**config.mk**
```make
export PLATFORM = sky130hd
export DESIGN_NAME = conv_layer_input_if
export DESIGN_NICKNAME = d
export VERILOG_FILES = /design/src/rtl/conv_layer_input_if.sv
export SDC_FILE = /design/constraint.sdc
export NUM_CORES = 1
export LEC_CHECK = 0
export CAP_MARGIN = 20
export CORE_MARGIN = 3
export CORE_UTILIZATION = 45
export DETAILED_ROUTE_END_ITERATION = 16
export GPL_TIMING_DRIVEN = 0
export MAX_ROUTING_LAYER = met4
export PLACE_DENSITY = 0.66
export SLEW_MARGIN = 15
export SYNTH_ARGS = -nofsm -noshare
export SYNTH_HDL_FRONTEND = slang
export SYNTH_SLANG_ARGS = --single-unit
```
**constraint.sdc**
```tcl
create_clock -name clk -period 9.2 [get_ports clk]
set_clock_uncertainty 0.2 [all_clocks]
set_input_delay 1.84 -clock clk [delete_from_list [all_inputs] [get_ports clk]]
set_output_delay 1.84 -clock clk [all_outputs]
set_load 0.005 [all_outputs]
```
**src/rtl/conv_layer_input_if.sv**
```systemverilog
// Input-side pixel sequencer: loads one image row from the async ROM, then presents
// six adjacent pixels per kernel column. Optional ports behind `CONV_IN_VALID_EN.
module conv_layer_input_if #(
  parameter  int DATA_W = 32,
  parameter  int IMG_W  = 8,
  parameter  int OUT_W  = 6,
  parameter  int K      = 3,
  localparam int AW     = $clog2(IMG_W * IMG_W)
) (
  input  logic                      clk,
  input  logic                      rst,
  input  logic                      enable,
  input  logic [DATA_W-1:0]         pixel_in,
  output logic [AW-1:0]             rom_addr,
  output logic [DATA_W*OUT_W-1:0]   out_kernel_port,
`ifdef CONV_IN_VALID_EN
  output logic                      out_valid,
  output logic                      win_last,
`endif
  output logic [2:0]                current_state
);

  localparam int CW = $clog2(IMG_W);
  localparam int RW = $clog2(OUT_W);
  localparam int KW = $clog2(K);

  typedef enum logic [2:0] {
    S_IDLE = 3'd0,
    S_LOAD = 3'd1,
    S_OUT  = 3'd2,
    S_NEXT = 3'd3,
    S_DONE = 3'd4
  } state_t;

  state_t              state_q, state_d;
  logic [RW-1:0]       r_q, r_d, r_n;
  logic [KW-1:0]       kr_q, kr_d, kr_n;
  logic [CW-1:0]       col_q, col_d;
  logic [KW-1:0]       kc_q, kc_d;
  logic [AW-1:0]       addr_q, addr_d;
  logic [DATA_W-1:0]   line_q [IMG_W];
  logic                wr_en;
  logic                clr;

  always_comb begin
    state_d = state_q;
    r_d     = r_q;
    kr_d    = kr_q;
    col_d   = col_q;
    kc_d    = kc_q;
    addr_d  = addr_q;
    r_n     = r_q;
    kr_n    = kr_q;
    wr_en   = 1'b0;
    clr     = 1'b0;
    case (state_q)
      S_IDLE: begin
        clr = 1'b1;
        if (enable) state_d = S_LOAD;
      end
      S_LOAD: begin
        if (!enable) begin
          state_d = S_IDLE;
          clr     = 1'b1;
        end else begin
          wr_en = 1'b1;
          col_d = col_q + CW'(1);
          if (col_q == CW'(IMG_W - 1)) begin
            state_d = S_OUT;
            kc_d    = '0;
            col_d   = '0;
          end else begin
            addr_d = addr_q + AW'(1);
          end
        end
      end
      S_OUT: begin
        if (!enable) begin
          state_d = S_IDLE;
          clr     = 1'b1;
        end else if (kc_q == KW'(K - 1)) begin
          state_d = S_NEXT;
          kc_d    = '0;
        end else begin
          kc_d = kc_q + KW'(1);
        end
      end
      S_NEXT: begin
        if (!enable) begin
          state_d = S_IDLE;
          clr     = 1'b1;
        end else if (r_q == RW'(OUT_W - 1) && kr_q == KW'(K - 1)) begin
          state_d = S_DONE;
        end else begin
          // kernel row wraps into the next output row
          if (kr_q == KW'(K - 1)) begin
            kr_n = '0;
            r_n  = r_q + RW'(1);
          end else begin
            kr_n = kr_q + KW'(1);
          end
          r_d     = r_n;
          kr_d    = kr_n;
          col_d   = '0;
          addr_d  = (AW'(r_n) + AW'(kr_n)) * AW'(IMG_W);
          state_d = S_LOAD;
        end
      end
      S_DONE: begin
        if (!enable) begin
          state_d = S_IDLE;
          clr     = 1'b1;
        end
      end
      default: begin
        state_d = S_IDLE;
        clr     = 1'b1;
      end
    endcase
    if (clr) begin
      r_d    = '0;
      kr_d   = '0;
      col_d  = '0;
      kc_d   = '0;
      addr_d = '0;
    end
  end

  always_ff @(posedge clk) begin
    if (rst) begin
      state_q <= S_IDLE;
      r_q     <= '0;
      kr_q    <= '0;
      col_q   <= '0;
      kc_q    <= '0;
      addr_q  <= '0;
      for (int i = 0; i < IMG_W; i++) line_q[i] <= '0;
    end else begin
      state_q <= state_d;
      r_q     <= r_d;
      kr_q    <= kr_d;
      col_q   <= col_d;
      kc_q    <= kc_d;
      addr_q  <= addr_d;
      if (wr_en) line_q[col_q] <= pixel_in;
    end
  end

  // lane 0 occupies the most significant word
  always_comb begin
    out_kernel_port = '0;
    if (state_q == S_OUT) begin
      for (int k = 0; k < OUT_W; k++)
        out_kernel_port[DATA_W*(OUT_W-k)-1 -: DATA_W] = line_q[CW'(kc_q) + CW'(k)];
    end
  end

  assign rom_addr      = addr_q;
  assign current_state = state_q;

`ifdef CONV_IN_VALID_EN
  assign out_valid = (state_q == S_OUT);
  assign win_last  = (state_q == S_OUT) && (r_q == RW'(OUT_W - 1)) &&
                     (kr_q == KW'(K - 1)) && (kc_q == KW'(K - 1));
`endif

endmodule

```
# After elaboration in Yosys (flattened, before gate mapping)
# Memories as Yosys holds them, arrays and structs flattened. A register that Yosys moved wholly into a read port is not among the register bits.
# Index checks and enable logic that the tools add are counted.
[op_classes]
n_addsub = 11
eq_ne = 18
muxes = 47
bitwise = 1
reduce_logical = 12
[op_table]
columns = ["op", "n"]
rows = [
  ["two-way mux 192 bit", 1],
  ["two-way mux 3 bit", 19],
  ["two-way mux 32 bit", 1],
  ["OR reduction 32 bit", 1],
  ["two-way mux 6 bit", 4],
  ["two-way mux 2 bit", 8],
  ["inequality test 2 bit (second input constant)", 8],
  ["case mux 3 bit (5 select lines)", 1],
  ["case mux 6 bit (2 select lines)", 1],
  ["AND reduction 4 bit", 3],
  ["two-way mux 1 bit", 10],
  ["== test 3 bit (second input constant)", 3],
  ["adder 2 x 2 -> 3 bit (second input constant)", 2],
  ["adder 2 x 3 -> 3 bit (second input constant)", 2],
  ["adder 3 x 1 -> 3 bit (second input constant)", 2],
  ["adder 6 x 1 -> 6 bit (second input constant)", 1],
  ["== test 3 x 2 -> 1 bit (second input constant)", 2],
  ["inequality test 3 bit (second input constant)", 2],
  ["case mux 3 bit (2 select lines)", 1],
  ["AND reduction 5 bit", 1],
  ["adder 2 x 1 -> 2 bit (second input constant)", 2],
  ["== test 2 bit (second input constant)", 2],
  ["case mux 2 bit (2 select lines)", 1],
  ["nonzero test 2 bit", 2],
  ["9 further kinds", 9],
]
[totals]
regBits = 19
ramBits = 256
in_bits = 35
output_inout_bits = 201
elab_cells = 96
n_memories = 1
[mem_list]
columns = ["name", "depth", "word_bits", "rd", "rd_clocked_by_memory_dff", "write_ports", "line", "text"]
rows = [
  ["line_q", 8, 32, 6, 1, 8, "41", "logic [DATA_W-1:0] line_q [IMG_W];"],
]

# Longest topological paths before layout
# Gate-level depths: netlist (run 1).
[logic_depth]
word_depth = 9
mapped_depth = 12
depth_no_buf = 8

# Worst setup path before layout (run 1)
# No wires, ideal clock.
[synth_timing]
path_kind = "register to output"
from = "reg kc_q[1]"
to = "out out_kernel_port[146]"
t_arrival_ns = 2.779
required_ns = 7.160
setup_slack_ns = 4.381
stages_incl_launch_ff = 12
n_path_buf = 6
cell_sequence = "dfxtp_1 buf_2 buf_2 buf_2 inv_1 ha_1 buf_2 buf_2 clkbuf_1 mux4_2 mux2i_1 nor2_1"
[synth_via]
elab_chain_cells = 3
[synth_rtl]
columns = ["item", "line", "text"]
rows = [
  ["start, declared", "39", "logic [KW-1:0] kc_q, kc_d;"],
  ["start signal, assigned", "143", "kc_q <= kc_d;"],
  ["adder 2 x 1 -> 3 bit", "154", "out_kernel_port[DATA_W*(OUT_W-k)-1 -: DATA_W] = line_q[CW'(kc_q) + CW'(k)];"],
  ["memory read (8 x 32 bit)", "-", ""],
  ["two-way mux 192 bit", "152", "if (state_q == S_OUT) begin"],
  ["end, declared", "15", "output logic [DATA_W*OUT_W-1:0] out_kernel_port,"],
]
# Every way passes these cells.

# Worst setup path in the final report (run 1)
[layout_timing]
from = "reg kc_q[1]"
to = "out out_kernel_port[26]"
[layout_via]
elab_chain_cells = 3
[layout_rtl]
columns = ["item", "line"]
rows = [
  ["adder 2 x 3 -> 3 bit", "154"],
  ["memory read (8 x 32 bit)", "-"],
  ["two-way mux 192 bit", "152"],
]
# Every way passes these cells.

==> flow_metrics.env, run 1 <==
export IMPL_status="finished clean"
export IMPL_htree_levels=1
export IMPL_synth_area_leader_cell="edfxtp_1"
export IMPL_layout_area_overhead_vs_synth_pct=23.1
export IMPL_crit_required_ns=7.16
export IMPL_cts_sinks=277
export IMPL_gp_congestion=0.902
export IMPL_vias=13200
export IMPL_r2r_setup_slack_ns=6.27
export IMPL_path_class="reg2out"
export IMPL_cp_arrival_ns=5.26
export IMPL_fin_crit_sh_pct=79.4
export IMPL_r2r_start="current_state[1]"
export IMPL_p_per_area_nw_per_um2=129
export IMPL_synthFlopType="edfxtp_1"
export IMPL_async_reset_ff_share_pct=0
export IMPL_min_to="r_q[1]"
export IMPL_reg2reg_depth=5
export IMPL_seqPwrFrac_pct=50.5
export IMPL_ys_top_cells_by_area="edfxtp_1 42%, mux4_2 28%, and2_1 12%, mux2i_1 5.5%, dfxtp_1 2.3%"
export IMPL_hpwlAfterDp_mm=42.2
export IMPL_switching_share_pct=22.1
export IMPL_cts_buffers=30
export IMPL_maxCapViolCount=0
export IMPL_numPlacedInstances=2048
export IMPL_drive_gt1_share_pct=23.2
export IMPL_dp_slack_ns=2.64
export IMPL_setup_tns_ns=0
export IMPL_clockBufferDepth=3
export IMPL_ir_drop_uv=138
export IMPL_critPathLaunchType="register"
export IMPL_pwr_share_clk_pct=44.0
export IMPL_synthCells=1289
export IMPL_path_clk_slew_ns=0.06
export IMPL_p_comb_share_pct=5.5
export IMPL_hold_viol=0
export IMPL_r2r_end="line_q[6][2]"
export IMPL_num_rows=72
export IMPL_seq_area_frac_synth_pct=44.6
export IMPL_crit_chain="buf_2, buf_2, buf_2, inv_1, ha_1, buf_2, buf_2, clkbuf_1, mux4_2, mux2i_1, nor2_1, clkdlybuf4s50_1"
export IMPL_crit_top_cell="buf_2"
export IMPL_synth_area_um2=18200
export IMPL_p_leak_nw=7.46
export IMPL_crit_slowest_cell="clkbuf_1"
export IMPL_final_setup_worst_slack_ns=1.90
export IMPL_grt_usage_pct=30.1
export IMPL_cts_tree="yes"
export IMPL_num_io_pins=236
export IMPL_grt_pass1_vias=13300
export IMPL_grt_overflow=0
export IMPL_power_internal_w=0.00224
export IMPL_io_buffers=234
export IMPL_postCtsHoldBufs=0
export IMPL_clockRootBuffer="clkbuf_16"
export IMPL_drc=0
export IMPL_postCtsSetupBuffers=0
export IMPL_synth_edf_count=256
export IMPL_ys_ff_latch=277
export IMPL_crit_fanout=10
export IMPL_holdPathStages=2
export IMPL_p_switching_w=0.000637
export IMPL_post_cts_resized=0
export IMPL_antenna_found_initial=2
export IMPL_first_pass_iters=5
export IMPL_final_cells=2107
export IMPL_ant_nets=0
export IMPL_timing_slew_headroom_pct=24.8
export IMPL_avgSynthCellArea_um2=14.1
export IMPL_finalSetupViolations=0
export IMPL_yosysWarnings=0
export IMPL_max_freq_mhz=137
export IMPL_hold_class="reg2reg"
export IMPL_whs_ns=0.283
export IMPL_clock_latency_ns=0.56
export IMPL_vias_per_cell=6.25
export IMPL_fin_crit_ns=7.30
export IMPL_rsz0062_at_grt="no"
export IMPL_grt_pass1_wl_mm=89.4
export IMPL_start_util_pct=46.3
export IMPL_max_stage_delay_ns=0.76
export IMPL_grt_max_degree=33
export IMPL_layout_nets=1611
export IMPL_first_iter_violations=1603
export IMPL_die_area_um2=42800
export IMPL_syn_nets=1336
export IMPL_worstHoldStart="r_q[1]"
export IMPL_core_area_um2=39300
export IMPL_synthDominantCellAreaShare_pct=42.3
export IMPL_dieHeight_um=207
export IMPL_ys_types=48
export IMPL_chipWidth_um=207
export IMPL_wl_per_cell_um=29.8
export IMPL_final_util_pct=56.9
export IMPL_worst_pin_slew_ns=1.13
export IMPL_critPathCaptureType="primary output"
export IMPL_drt_total_wl_mm=62.8
export IMPL_slew_viol_final=0
## per-stage QoR
step | instance area (µm²) | power (W)
CTS | 22300 | 0.00287
floorplan | 18200 | 0.00155
finish | 22400 | 0.00288
global placement | 21200 | 0.00162
detailed placement | 21300 | 0.00163
global route | 22400 | 0.00294
## power by group through the flow
stage / logic [W] / clock network (W) / registers [W]
2_1_floorplan: 0.0000880 / 0 / 0.00146
6_report: 0.000157 / 0.00127 / 0.00145
3_3_place_gp: 0.000148 / 0 / 0.00148
3_5_place_dp: 0.000153 / 0 / 0.00148
4_1_cts: 0.000154 / 0.00127 / 0.00145
5_1_grt: 0.000165 / 0.00131 / 0.00146
## worst max path at each step
stage,from,to,cells past startpoint
after floorplan,kc_q[1],out_kernel_port[146],11
after global placement,kc_q[1],out_kernel_port[26],12
after detailed placement,kc_q[1],out_kernel_port[26],12
after CTS,kc_q[1],out_kernel_port[26],12
after global routing,kc_q[1],out_kernel_port[148],12
final,kc_q[1],out_kernel_port[26],12
## metal layers
layer	share of wire, %	wire length, µm	up-vias	global-route usage [%]
li1	-	-	5467	-
met4	3.4	2150	0	10.2
met1	38	24000	6681	40.2
met5	0	0	-	-
met3	11	6960	131	6.52
met2	47	29800	889	46.4
## cell usage in the layout (no fill, tap or decap), types with 3 or more instances in the layout
cell | netlist | routed
nand2_1 | 4 | 4
clkbuf_2 | 18 | 19
a22oi_1 | 3 | 3
bufinv_16 | 0 | 5
clkbuf_1 | 40 | 40
nor2_4 | 6 | 6
clkinvlp_4 | 0 | 3
and2_1 | 352 | 352
ha_1 | 11 | 11
nor2_1 | 111 | 111
a32oi_1 | 3 | 3
mux4_2 | 224 | 224
inv_1 | 8 | 8
xor2_1 | 3 | 3
nor2b_1 | 3 | 3
o21ai_0 | 5 | 5
or2_2 | 8 | 7
nor3_1 | 7 | 6
clkbuf_16 | 0 | 31
clkinv_2 | 0 | 5
xnor2_1 | 3 | 3
mux2i_1 | 99 | 99
clkdlybuf4s50_1 | 0 | 234
dfxtp_1 | 21 | 21
buf_1 | 9 | 9
nand2b_1 | 6 | 6
clkinv_1 | 0 | 10
buf_2 | 41 | 41
nand3b_1 | 3 | 3
edfxtp_1 | 256 | 256
a21oi_1 | 7 | 7
buf_12 | 0 | 4
buf_6 | 7 | 8
## synth_stat cells (4+ instances only)
| cell type | count |
|---|---|
| and2_1 | 352 |
| edfxtp_1 | 256 |
| mux4_2 | 224 |
| nor2_1 | 111 |
| mux2i_1 | 99 |
| buf_2 | 41 |
| clkbuf_1 | 40 |
| dfxtp_1 | 21 |
| clkbuf_2 | 18 |
| ha_1 | 11 |
| buf_1 | 9 |
| inv_1 | 8 |
| or2_2 | 8 |
| a21oi_1 | 7 |
| buf_6 | 7 |
| nor3_1 | 7 |
| nand2b_1 | 6 |
| nor2_4 | 6 |
| o21ai_0 | 5 |
| nand2_1 | 4 |
## cell type report
cell class / instances / area (µm²)
Buffer: 115 / 559
Clock buffer: 32 / 779
Timing Repair Buffer: 243 / 2510
Tap cell: 518 / 648
Clock inverter: 24 / 240
Antenna cell: 1 / 2.50
Inverter: 9 / 33.8
Multi-Input combinational cell: 888 / 9480
Sequential cell: 277 / 8110
Fill cell: 3198 / 16900
## critical path: cells and delay by family (launching register included)
kind                     cells  cell delay (ns)
adder cells (fa/ha/maj)      1             0.31
buffers and inverters        8             3.22
flip-flops                   1             0.44
multiplexers                 2             0.64
AND/OR/NAND/NOR              1             0.07
## registers in the layout, indices dropped and copies added (netlist names), named ones only
name	count
col_q	3
current_state	3
kc_q	2
kr_q	2
line_q	256
r_q	3
rom_addr	6
## cells by family after synthesis
| group | after synthesis | synth area share (%) |
|---|---|---|
| simple gates | 519 | 16.7 |
| mux | 323 | 33.2 |
| flops | 277 | 44.6 |
| buf+inv | 124 | 3.26 |
| compound gates | 28 | 1.05 |
| fa+ha+maj | 12 | 0.868 |
| xor+xnor | 6 | 0.289 |
Note: power is estimated with default switching activity, not from simulation.
==> run 2, diff against run 1 <==
Clock period 9.2 ns to 7.2 ns, I/O delays scaled along.
==> results of run 2 <==
The final DEF is identical to that of run 1. Status: finished clean.
Among the figures that moved: setup slack after placement 2.64 ns -> 1.04 ns; setup slack after layout 1.90 ns -> 0.298 ns; register-to-register setup slack 6.27 ns -> 4.27 ns; total power 0.00288 W -> 0.00368 W; worst IR drop on VDD 138 µV -> 177 µV
==> RTL change (flow settings as in run 1) <==
Build with the macro `CONV_IN_VALID_EN` defined.
--- a/src/rtl/conv_layer_input_if.sv
+++ b/src/rtl/conv_layer_input_if.sv
@@ -2,2 +2,4 @@
 // six adjacent pixels per kernel column. Optional ports behind `CONV_IN_VALID_EN.
+`define CONV_IN_VALID_EN
+
 module conv_layer_input_if #(
Formal check against the unedited RTL (old outputs only; new: out_valid and win_last): same outputs for any inputs over 4 cycles, from zero or initial values and one cycle with rst high; that may be too few to reach the edited logic, so the function may still have changed.
==> RTL change against run 1 <==
- die area about the same
- cell count increased by 0.19%
- synthesized cell count increased by 0.62%
- sequential cell count unchanged
- power decreased by 4.1%
- area after synthesis about the same
- critical path depth increased by 1
- cell area decreased by 0.64%
- highest routed layer unchanged
- fmax increased by 4.8%
- worst setup slack improved by 0.33 ns
- critical path type unchanged
- wire length decreased by 1.9%
- largest power group unchanged
==> RTL change: results (changes against run 1) <==
| Metric | Value |
|---|---|
| Status | `complete, no violations` |
| Post-synthesis compound-gate area fraction | `1.31% (+0.26 points)` |
| M1 WL | `23.9 mm (-0.29%)` |
| Clk tree area frac | `4.09% (-0.47 points)` |
| Syn avg cell area | `14.0 sq um (-0.62%)` |
| Adder-cell share of the synthesized area | `0.868% (about the same)` |
| Placed instance area | `21,300 sq um (-0.12%)` |
| GRT Resource Usage Total | `29.5% (-0.66 points)` |
| Post-synthesis sequential area ratio | `44.6% (about the same)` |
| Xor/xnor cell area share of the yosys netlist | `0.241% (-0.048 points)` |
| Share of cells above drive strength 1 | `23.3% (+0.13 points)` |
| Post-DR wirelength/cell | `29.2 um (-2.1%)` |
| Place WS | `2.91 ns (+0.274 ns)` |
| Seq_cells | `277 (unchanged)` |
| Seq area share | `36.5% (+0.23 points)` |
| Syn nets | `1,344 (+0.60%)` |
| # clk buffers | `40 (+25%)` |
| Post-DP HPWL | `42.0 mm (-0.53%)` |
| Pwr dens | `124 nW/um^2 (-3.5%)` |
| Initial DRC count | `1,850 (+15%)` |
| Placed insts | `2,055 (+0.34%)` |
| Sw Pwr | `621 uW (-2.5%)` |
| Antenna violations before repair | `1 (-1)` |
| Wire length on met3 | `6.48 mm (-6.9%)` |
| Max-Slew Margin vs Limit | `24.7% (about the same)` |
| Worst R2R End | `line_q[3][10]` |
| Via count | `13,200 (+0.52%)` |
| Leakage | `7.47 nW (+0.24%)` |
| Worst Setup SP | `kc_q[0]` |
| Non-clk invs | `8 (-1)` |
| CP arrival | `4.93 ns (-0.33 ns)` |
| Post-layout minimum cycle time | `6.97 ns (-0.331 ns)` |
| # nets final | `1,618 (+0.43%)` |
| Final Instance Count excl. Fillers | `2,111 (+0.19%)` |
| Drt pass-1 iters | `6 (+1)` |
| Synth cell types | `52 (+8.3%)` |
-- RTL change: how the worst min path moves through the flow --
| stage | from | to | slack (ns) | depth (start not counted) |
|---|---|---|---|---|
| after floorplan | r_q[1] | r_q[1] | 0.27 | 2 |
| after global placement | r_q[1] | r_q[1] | 0.29 | 2 |
| after detailed placement | r_q[2] | r_q[2] | 0.31 | 1 |
| after CTS | r_q[2] | r_q[2] | 0.31 | 1 |
| after global routing | r_q[2] | r_q[2] | 0.34 | 1 |
| final | r_q[1] | r_q[1] | 0.31 | 2 |
-- RTL change: worst max-delay path, stage by stage (launching register included) --
cell and delay (ns):
dfxtp_1 0.41, buf_2 0.19, buf_2 0.23, buf_2 0.37
buf_2 0.38, inv_1 0.14, ha_1 0.30, buf_2 0.20
buf_4 0.25, clkbuf_1 0.71, mux4_2 0.44, mux2i_1 0.19
nor2_1 0.07, clkdlybuf4s50_1 0.48
